[src/rtl/spi_slave_responder.sv]
// ============================================================================
// Module  : spi_slave_responder
// Brief   : SPI mode-0 slave emulating the radio register interface (byte
//           register file, status byte, write strobes). Optional burst
//           addressing is enabled by defining SPI_SLAVE_BURST_EN.
// Revision: 1.0 - initial release
// ============================================================================
`default_nettype none

module spi_slave_responder #(
    parameter int ADDR_W      = 6,
    parameter int SYNC_STAGES = 2
) (
    input  logic              clk,
    input  logic              rst,
    input  logic              sck,
    input  logic              ss,
    input  logic              mosi,
    output logic              miso,
    output logic              frame_active,
    output logic [7:0]        rx_byte,
    output logic              rx_valid,
    output logic              wr_strobe,
    output logic [ADDR_W-1:0] wr_addr,
    output logic [7:0]        wr_data
);

    localparam int c_DEPTH = 2 ** ADDR_W;
`ifdef SPI_SLAVE_BURST_EN
    localparam bit c_BURST = 1'b1;
`else
    localparam bit c_BURST = 1'b0;
`endif

    typedef enum logic [1:0] {
        S_IDLE  = 2'd0,
        S_CMD   = 2'd1,
        S_WDATA = 2'd2,
        S_RDATA = 2'd3
    } state_t;

    state_t r_state, w_state_nxt;

    logic [SYNC_STAGES-1:0] r_sck_sync, r_ss_sync, r_mosi_sync;
    logic                   r_sck_d, r_ss_d;
    logic                   w_sck_s, w_ss_s, w_mosi_s;
    logic                   w_sck_rise, w_sck_fall, w_ss_rise, w_ss_fall;

    logic [6:0]        r_rx_shift;
    logic [7:0]        r_tx_shift;
    logic [2:0]        r_bit_cnt;
    logic [ADDR_W-1:0] r_addr;
    logic [3:0]        r_frame_cnt;
    logic              r_first_data;
    logic              r_miso;
    logic [7:0]        r_rx_byte;
    logic              r_rx_valid;
    logic              r_wr_strobe;
    logic [ADDR_W-1:0] r_wr_addr;
    logic [7:0]        r_wr_data;
    logic [7:0]        r_regs [c_DEPTH];

    logic [7:0]        w_rx_byte;
    logic [7:0]        w_status;
    logic [ADDR_W-1:0] w_cmd_addr;
    logic [ADDR_W-1:0] w_addr_one;
    logic              w_byte_done;
    logic              w_start;
    logic              w_cmd_done;
    logic              w_data_done;
    logic              w_act;

    always_ff @(posedge clk or negedge rst) begin
        if (!rst) begin
            r_sck_sync  <= '0;
            r_ss_sync   <= '1;
            r_mosi_sync <= '0;
            r_sck_d     <= 1'b0;
            r_ss_d      <= 1'b1;
        end else begin
            r_sck_sync  <= {r_sck_sync[SYNC_STAGES-2:0], sck};
            r_ss_sync   <= {r_ss_sync[SYNC_STAGES-2:0], ss};
            r_mosi_sync <= {r_mosi_sync[SYNC_STAGES-2:0], mosi};
            r_sck_d     <= w_sck_s;
            r_ss_d      <= w_ss_s;
        end
    end

    assign w_sck_s    = r_sck_sync[SYNC_STAGES-1];
    assign w_ss_s     = r_ss_sync[SYNC_STAGES-1];
    assign w_mosi_s   = r_mosi_sync[SYNC_STAGES-1];
    assign w_sck_rise = w_sck_s & ~r_sck_d;
    assign w_sck_fall = ~w_sck_s & r_sck_d;
    assign w_ss_rise  = w_ss_s & ~r_ss_d;
    assign w_ss_fall  = ~w_ss_s & r_ss_d;

    assign w_rx_byte   = {r_rx_shift, w_mosi_s};
    assign w_status    = {1'b1, 3'b000, r_frame_cnt};
    assign w_cmd_addr  = w_rx_byte[ADDR_W-1:0];
    assign w_addr_one  = {{(ADDR_W-1){1'b0}}, 1'b1};
    assign w_byte_done = w_sck_rise && (r_bit_cnt == 3'd7);
    // Without burst support only the first data byte of a frame takes effect.
    assign w_act       = c_BURST | r_first_data;

    always_ff @(posedge clk or negedge rst) begin
        if (!rst) r_state <= S_IDLE;
        else      r_state <= w_state_nxt;
    end

    always_comb begin
        w_state_nxt = r_state;
        w_start     = 1'b0;
        w_cmd_done  = 1'b0;
        w_data_done = 1'b0;
        if (w_ss_rise) begin
            w_state_nxt = S_IDLE;
        end else begin
            case (r_state)
                S_IDLE: begin
                    if (w_ss_fall) begin
                        w_state_nxt = S_CMD;
                        w_start     = 1'b1;
                    end
                end
                S_CMD: begin
                    if (w_byte_done) begin
                        w_cmd_done  = 1'b1;
                        w_state_nxt = w_rx_byte[7] ? S_WDATA : S_RDATA;
                    end
                end
                default: w_data_done = w_byte_done;
            endcase
        end
    end

    always_ff @(posedge clk or negedge rst) begin
        if (!rst) begin
            r_rx_shift   <= '0;
            r_tx_shift   <= '0;
            r_bit_cnt    <= '0;
            r_addr       <= '0;
            r_frame_cnt  <= '0;
            r_first_data <= 1'b0;
            r_miso       <= 1'b0;
            r_rx_byte    <= '0;
            r_rx_valid   <= 1'b0;
            r_wr_strobe  <= 1'b0;
            r_wr_addr    <= '0;
            r_wr_data    <= '0;
            for (int i = 0; i < c_DEPTH; i++) r_regs[i] <= 8'h00;
        end else begin
            r_rx_valid  <= 1'b0;
            r_wr_strobe <= 1'b0;
            if (w_ss_rise) begin
                r_miso <= 1'b0;
                if (r_state == S_WDATA || r_state == S_RDATA)
                    r_frame_cnt <= r_frame_cnt + 4'd1;
            end else if (w_start) begin
                // Status MSB goes out immediately; the rest shifts on sck_fall.
                r_miso       <= w_status[7];
                r_tx_shift   <= {w_status[6:0], 1'b0};
                r_bit_cnt    <= '0;
                r_first_data <= 1'b1;
            end else if (r_state != S_IDLE) begin
                if (w_sck_rise) begin
                    r_rx_shift <= w_rx_byte[6:0];
                    r_bit_cnt  <= r_bit_cnt + 3'd1;
                end
                if (w_sck_fall) begin
                    r_miso     <= r_tx_shift[7];
                    r_tx_shift <= {r_tx_shift[6:0], 1'b0};
                end
                if (w_cmd_done) begin
                    r_rx_byte  <= w_rx_byte;
                    r_rx_valid <= 1'b1;
                    if (w_rx_byte[7]) begin
                        r_addr     <= w_cmd_addr;
                        r_tx_shift <= w_status;
                    end else begin
                        r_tx_shift <= r_regs[w_cmd_addr];
                        r_addr     <= c_BURST ? w_cmd_addr + w_addr_one : w_cmd_addr;
                    end
                end
                if (w_data_done) begin
                    r_rx_byte    <= w_rx_byte;
                    r_rx_valid   <= 1'b1;
                    r_first_data <= 1'b0;
                    if (r_state == S_WDATA) begin
                        r_tx_shift <= w_status;
                        if (w_act) begin
                            r_regs[r_addr] <= w_rx_byte;
                            r_wr_strobe    <= 1'b1;
                            r_wr_addr      <= r_addr;
                            r_wr_data      <= w_rx_byte;
                            if (c_BURST) r_addr <= r_addr + w_addr_one;
                        end
                    end else begin
                        r_tx_shift <= c_BURST ? r_regs[r_addr] : 8'h00;
                        if (c_BURST) r_addr <= r_addr + w_addr_one;
                    end
                end
            end
        end
    end

    assign miso         = r_miso;
    assign frame_active = ~w_ss_s;
    assign rx_byte      = r_rx_byte;
    assign rx_valid     = r_rx_valid;
    assign wr_strobe    = r_wr_strobe;
    assign wr_addr      = r_wr_addr;
    assign wr_data      = r_wr_data;

endmodule

`default_nettype wire

[config.mk]
export PLATFORM = sky130hd
export DESIGN_NAME = spi_slave_responder
export DESIGN_NICKNAME = d
export VERILOG_FILES = /design/src/rtl/spi_slave_responder.sv
export SDC_FILE = /design/constraint.sdc
export NUM_CORES = 1
export LEC_CHECK = 0
export CORE_MARGIN = 10
export CORE_UTILIZATION = 55
export DETAILED_ROUTE_END_ITERATION = 10
export PLACE_DENSITY = 0.73
export SLEW_MARGIN = 0
export SYNTH_ARGS = -nofsm -noshare
export SYNTH_HDL_FRONTEND = slang
export SYNTH_SLANG_ARGS = --single-unit
[constraint.sdc]
create_clock -name clk -period 3.7 [get_ports clk]
set_clock_uncertainty 0.2 [all_clocks]
set_input_delay 0.37 -clock clk [delete_from_list [all_inputs] [get_ports clk]]
set_output_delay 0.37 -clock clk [all_outputs]
set_load 0.005 [all_outputs]
* Yosys cells after proc, flatten, opt, wreduce, memory -nomap -nowiden
Index checks and enable logic that the tools add are counted.
** Operators by class
- Add/subtract/negate cells :: 2
- Magnitude comparators :: 3
- Mux-type cells :: 49
- Bitwise operators :: 12
- Reductions and logical operators :: 24
- Equality and inequality tests :: 6
** Operators with widths (number)
- 512-bit bitwise mux :: 1
- 8-bit 2-to-1 mux :: 12
- 8-bit binary-select mux with 6-bit select :: 1
- 8-bit demux with 6-bit select :: 1
- 1-bit 2-to-1 mux :: 27
- 7-bit >= comparator, second input constant :: 2
- 6-bit inverter with 7-bit output :: 2
- 3-bit AND reduction :: 4
- 4-bit AND reduction :: 3
- 2-bit nonzero test :: 5
- 3-bit 2-to-1 mux :: 3
- 3-bit nonzero test :: 3
- 7-bit by 1-bit less-than comparator with 1-bit output, second input constant :: 1
- 2-bit 2-to-1 mux :: 3
- 3-bit inequality test, second input constant :: 2
- 1-bit inverter :: 6
- 6-bit AND reduction :: 1
- 4-bit by 1-bit adder with 4-bit output, second input constant :: 1
- 1-bit bitwise AND :: 4
- 2-bit equality test, second input constant :: 2
- 2-bit case mux with 2 select lines :: 1
- 2-bit AND reduction :: 2
- 4-bit nonzero test :: 1
- 3-bit by 1-bit adder with 3-bit output, second input constant :: 1
- other kinds (6) :: 7
** Word-level totals
- Output and inout port bits :: 26
- Bits of input ports :: 5
- Register bits after elaboration :: 576
- Word-level logic and storage cells :: 178

* Longest topological paths before layout
- Depth after elaboration :: 11
- Gate-level depth with buffers :: 11
- Mapped depth without buffers :: 9

* Worst setup path after synthesis
No wires, ideal clock.
- Kind :: reg-to-reg
- Start :: register r_ss_d
- End :: register r_regs[100] in the netlist's numbering
- Data required time :: 3375 ps
- Data arrival time :: 2263 ps
- Clock period less this slack :: 2588 ps
- Stages on the path, launching flop included :: 10
- Buffers on the path :: 1
- Library setup time :: 125 ps
- Path slack :: 1112 ps
- Cells stage by stage :: dfstp_2 inv_1 ha_1 nor3b_2 nand3_1 buf_2 nor2_1 nand3_2 nor2_2 mux2_2
** On the way
- Longest elaborated chain between the ends :: 6
- Elaborated cells between the ends (all ways) :: 10
** Ends and longest elaborated chain
- start, declared :: RTL line 45 : logic r_sck_d, r_ss_d;
- start signal, assigned :: RTL line 85 : r_ss_d <= w_ss_s;
- 1-bit bitwise AND :: RTL line 95 : assign w_ss_fall = ~w_ss_s & r_ss_d;
- 1-bit 2-to-1 mux :: RTL line 120 : if (w_ss_fall) begin
- 1-bit 2-to-1 mux :: RTL line 118 : case (r_state)
- 1-bit 2-to-1 mux :: RTL line 115 : if (w_ss_rise) begin
- 1-bit inverter (no source line)
- 6-bit AND reduction (no source line) *
- end signal, assigned by index :: RTL line 191 : r_regs[r_addr] <= w_rx_byte;
- end, declared :: RTL line 61 : logic [7:0] r_regs [c_DEPTH];
Every way passes the cells marked *; elsewhere a longest branch is shown, timed or not.
A chain may end at the register's enable or synchronous reset.

* Worst setup path after layout
- Start :: register r_ss_d
- End :: register r_regs[191] in the netlist's numbering
The elaborated chain is that of the path after synthesis.

==> results.json <==
{
  "status": "finished, final reports clean",
  "synth-edff-count": 0,
  "cts_max_path_buffers": 3,
  "worstPathCellList": "inv_1, ha_1, nor3b_2, nand3_1, inv_2, nand4b_1, nor2_2, mux2_2",
  "critical-path-top-delay-family": "simple AND/OR/NAND/NOR gates",
  "period_minus_slack_ps": 3316,
  "cts_tree": "built",
  "nFillCells": 3529,
  "wl_per_cell_um": 24.33,
  "fin_total_pwr_mw": 15.28,
  "critPathRequiredTime_ps": 4010,
  "path_class": "reg -> reg",
  "core_um2": 47450,
  "clock-sinks": 576,
  "die_x_um": 238.5,
  "critPathBufInv": 2,
  "track_usage_pct": 21.90,
  "row_count": 80,
  "r2r_cells": 8,
  "grt_pass1_vias": 16350,
  "die_area_um2": 56870,
  "drc": 0,
  "final_core_util_pct": 62.04,
  "synth_area_per_cell_um2": 14.34,
  "io_pins": 31,
  "cpPeakStageDelay_ps": 650,
  "grt_max_degree": 129,
  "clockRootBuffer": "clkbuf_16",
  "hold_path.class": "in -> async",
  "final_cell_mix": "dfrtp_1, mux2_2, nand2_1, mux4_2, mux2i_1",
  "gp_congestion": 0.9591,
  "ys_warn_count": 0,
  "synthCells": 1831,
  "insertedDiodeCount": 0,
  "port_buffers": 30,
  "drtAntennaViolNets": 0,
  "antenna_found_initial": 1,
  "ys_async_sr_fraction_pct": 100.0,
  "drive_above_1_share_pct": 43.89,
  "whs_ps": 30.25,
  "clk_latency_ps": 630,
  "synth_nets": 1841,
  "hold_violations": 0,
  "cts.repair.resized": 0,
  "reg2reg_to": "r_regs[191]",
  "ys_types": 57,
  "start_util_pct": 55.33,
  "finalSetupTns_ps": 0,
  "path_max_fanout": 17,
  "overflow": 0,
  "dr.pass1.iters": 6,
  "cp-start-kind": "flip-flop",
  "slew_viol_final": 0,
  "syn_to_final_growth_pct": 12.11,
  "path_clk_slew_ps": 60,
  "final_common_cell": "dfrtp_1",
  "maxSlewHeadroom_pct": 13.35,
  "synth_seq_cells": 576,
  "grt_pass1_wl_um": 96920,
  "drt-total-wl_um": 61370,
  "period_share_pct": 89.62,
  "nets": 1871,
  "finalSetupViolations": 0,
  "tightest_slew_ps": 1295,
  "reg2reg_slack_ps": 380,
  "syn_area_um2": 26250,
  "cp-end-kind": "flip-flop",
  "max-cap-violations": 0,
  "cp_slowest_cell": "nor2_2",
  "vias": 15630,
  "irDropWorstVdd_mv": 0.3441,
  "hpwlAfterDp_um": 39920,
  "p_per_area_nw_per_um2": 519.2,
  "rsz0062_at_grt": "false",
  "max_freq_mhz": 301.6,
  "p_leak_nw": 14.13,
  "synth_ff_type": "dfrtp_1",
  "cts-buffers-inserted": 58,
  "avgViaCountPerCell": 6.199,
  "dr.first_iter.drc_count": 1184,
  "chipHeight_um": 238.5,
  "synth_seq_area_share_pct": 54.92,
  "worstPathArrival_ps": 3630,
  "r2r_start": "r_ss_d",
  "htreeDepth": 2
}
[cells by family (layout without fill, tap and decap cells)]
family / count (synthesis) / after routing / synth area share, %
xor gates and xnor gates: 3 / 3 / 0.1001
and+or+nand+nor: 300 / 300 / 5.824
adders and majority gates: 5 / 5 / 0.2383
muxes: 667 / 667 / 32.90
AOI/OAI and AO/OA: 141 / 141 / 3.412
DFF: 576 / 576 / 54.92
buffers and inverters: 139 / 215 / 2.612
[metrics by stage]
stage          setup WS [ps]  cells  area (um^2)
6_report               383.9   2522        29430
5_1_grt                236.6   2522        29430
4_1_cts                392.0   2522        29430
3_5_place_dp           397.2   2412        27460
3_3_place_gp           495.5   2412        27460
2_1_floorplan           1112   1831        26250
[cell usage after synthesis (2+ instances only)]
cell | number | area [um^2]
or3_1 | 6 | 37.54
nor2_2 | 32 | 200.2
nor2_1 | 22 | 82.58
o211ai_1 | 4 | 30.03
or2_2 | 5 | 31.28
mux4_2 | 107 | 2410
nor4b_1 | 4 | 35.03
nor3_1 | 4 | 20.02
o22ai_1 | 18 | 112.6
buf_2 | 16 | 80.08
nor4_1 | 5 | 31.28
and2_1 | 5 | 31.28
mux2i_1 | 63 | 630.6
a22oi_1 | 34 | 255.2
clkbuf_1 | 86 | 322.8
nand2_2 | 24 | 150.1
nand4b_1 | 2 | 17.52
xnor2_1 | 2 | 17.52
nand2_1 | 139 | 521.8
mux2_2 | 490 | 5518
o21ai_1 | 2 | 10.01
o21ai_0 | 41 | 205.2
dfrtp_1 | 573 | 14340
ha_1 | 5 | 62.56
a21oi_1 | 20 | 100.1
a211oi_1 | 9 | 67.56
nor2b_1 | 13 | 81.33
dfstp_2 | 3 | 78.83
inv_1 | 4 | 15.01
nand2b_1 | 4 | 25.02
nand3b_1 | 5 | 37.54
o41ai_1 | 4 | 35.03
mux2_1 | 7 | 78.83
and3b_1 | 2 | 17.52
nor3b_1 | 2 | 15.01
nand3_1 | 14 | 70.07
and3_1 | 3 | 18.77
buf_1 | 2 | 7.510
buf_4 | 18 | 135.1
a221oi_1 | 6 | 52.55
buf_6 | 10 | 112.6
[per-layer routing]
metal / routed length [um] / vias to the layer above / global-route usage, %
met5: 11 / - / 0
met4: 1866 / 2 / 7.748
met3: 3760 / 112 / 4.626
met2: 29110 / 401 / 34.82
met1: 26620 / 8346 / 29.43
li1: - / 6773 / -
[worst max path at each step]
stage	end	depth (start not counted)	slack [ps]	start
3_3_place_gp	r_tx_shift[5]	7	500	r_mosi_sync[1]
6_report	r_regs[191]	8	380	r_ss_d
2_1_floorplan	r_regs[100]	9	1110	r_ss_d
4_1_cts	r_regs[191]	8	390	r_ss_d
3_5_place_dp	r_regs[191]	8	400	r_ss_d
5_1_grt	r_regs[191]	8	240	r_ss_d
[area by class of cell]
class	instances	area [um^2]	area share (%)
flip-flops and latches	576	14430	49.04
multi-input cells	1116	11160	37.93
clock buffers	85	1674	5.688
repair buffers	103	1114	3.783
well taps	615	769.5	2.614
clock inverters	21	256.5	0.8715
inverters	6	22.52	0.07652
[registers in the layout, summed over array words and instances, names as in the netlist]
name	cells
r_regs	512
r_tx_shift	8
rx_byte	8
wr_data	8
r_rx_shift	7
r_addr	6
wr_addr	6
r_frame_cnt	4
r_bit_cnt	3
r_mosi_sync	2
r_sck_sync	2
r_ss_sync	2
r_state	2
miso	1
r_first_data	1
r_sck_d	1
r_ss_d	1
rx_valid	1
wr_strobe	1
[power breakdown]
| part | leakage [nW] | switching [mW] | internal, mW |
|---|---|---|---|
| combinational | 5.18 | 1.62 | 0.897 |
| clock | 0.946 | 2.46 | 3.48 |
| sequential | 8.00 | 0.465 | 6.36 |
| total | 14.1 | 4.54 | 10.7 |
[repair_timing]
item                                    in CTS  in global routing
endpoints found under the hold margin      550                  0
hold buffers                                 4                  0
buffers inserted                             0                  0
endpoints found under the setup margin       0                  0
Note: power is estimated with default switching activity, not from simulation.
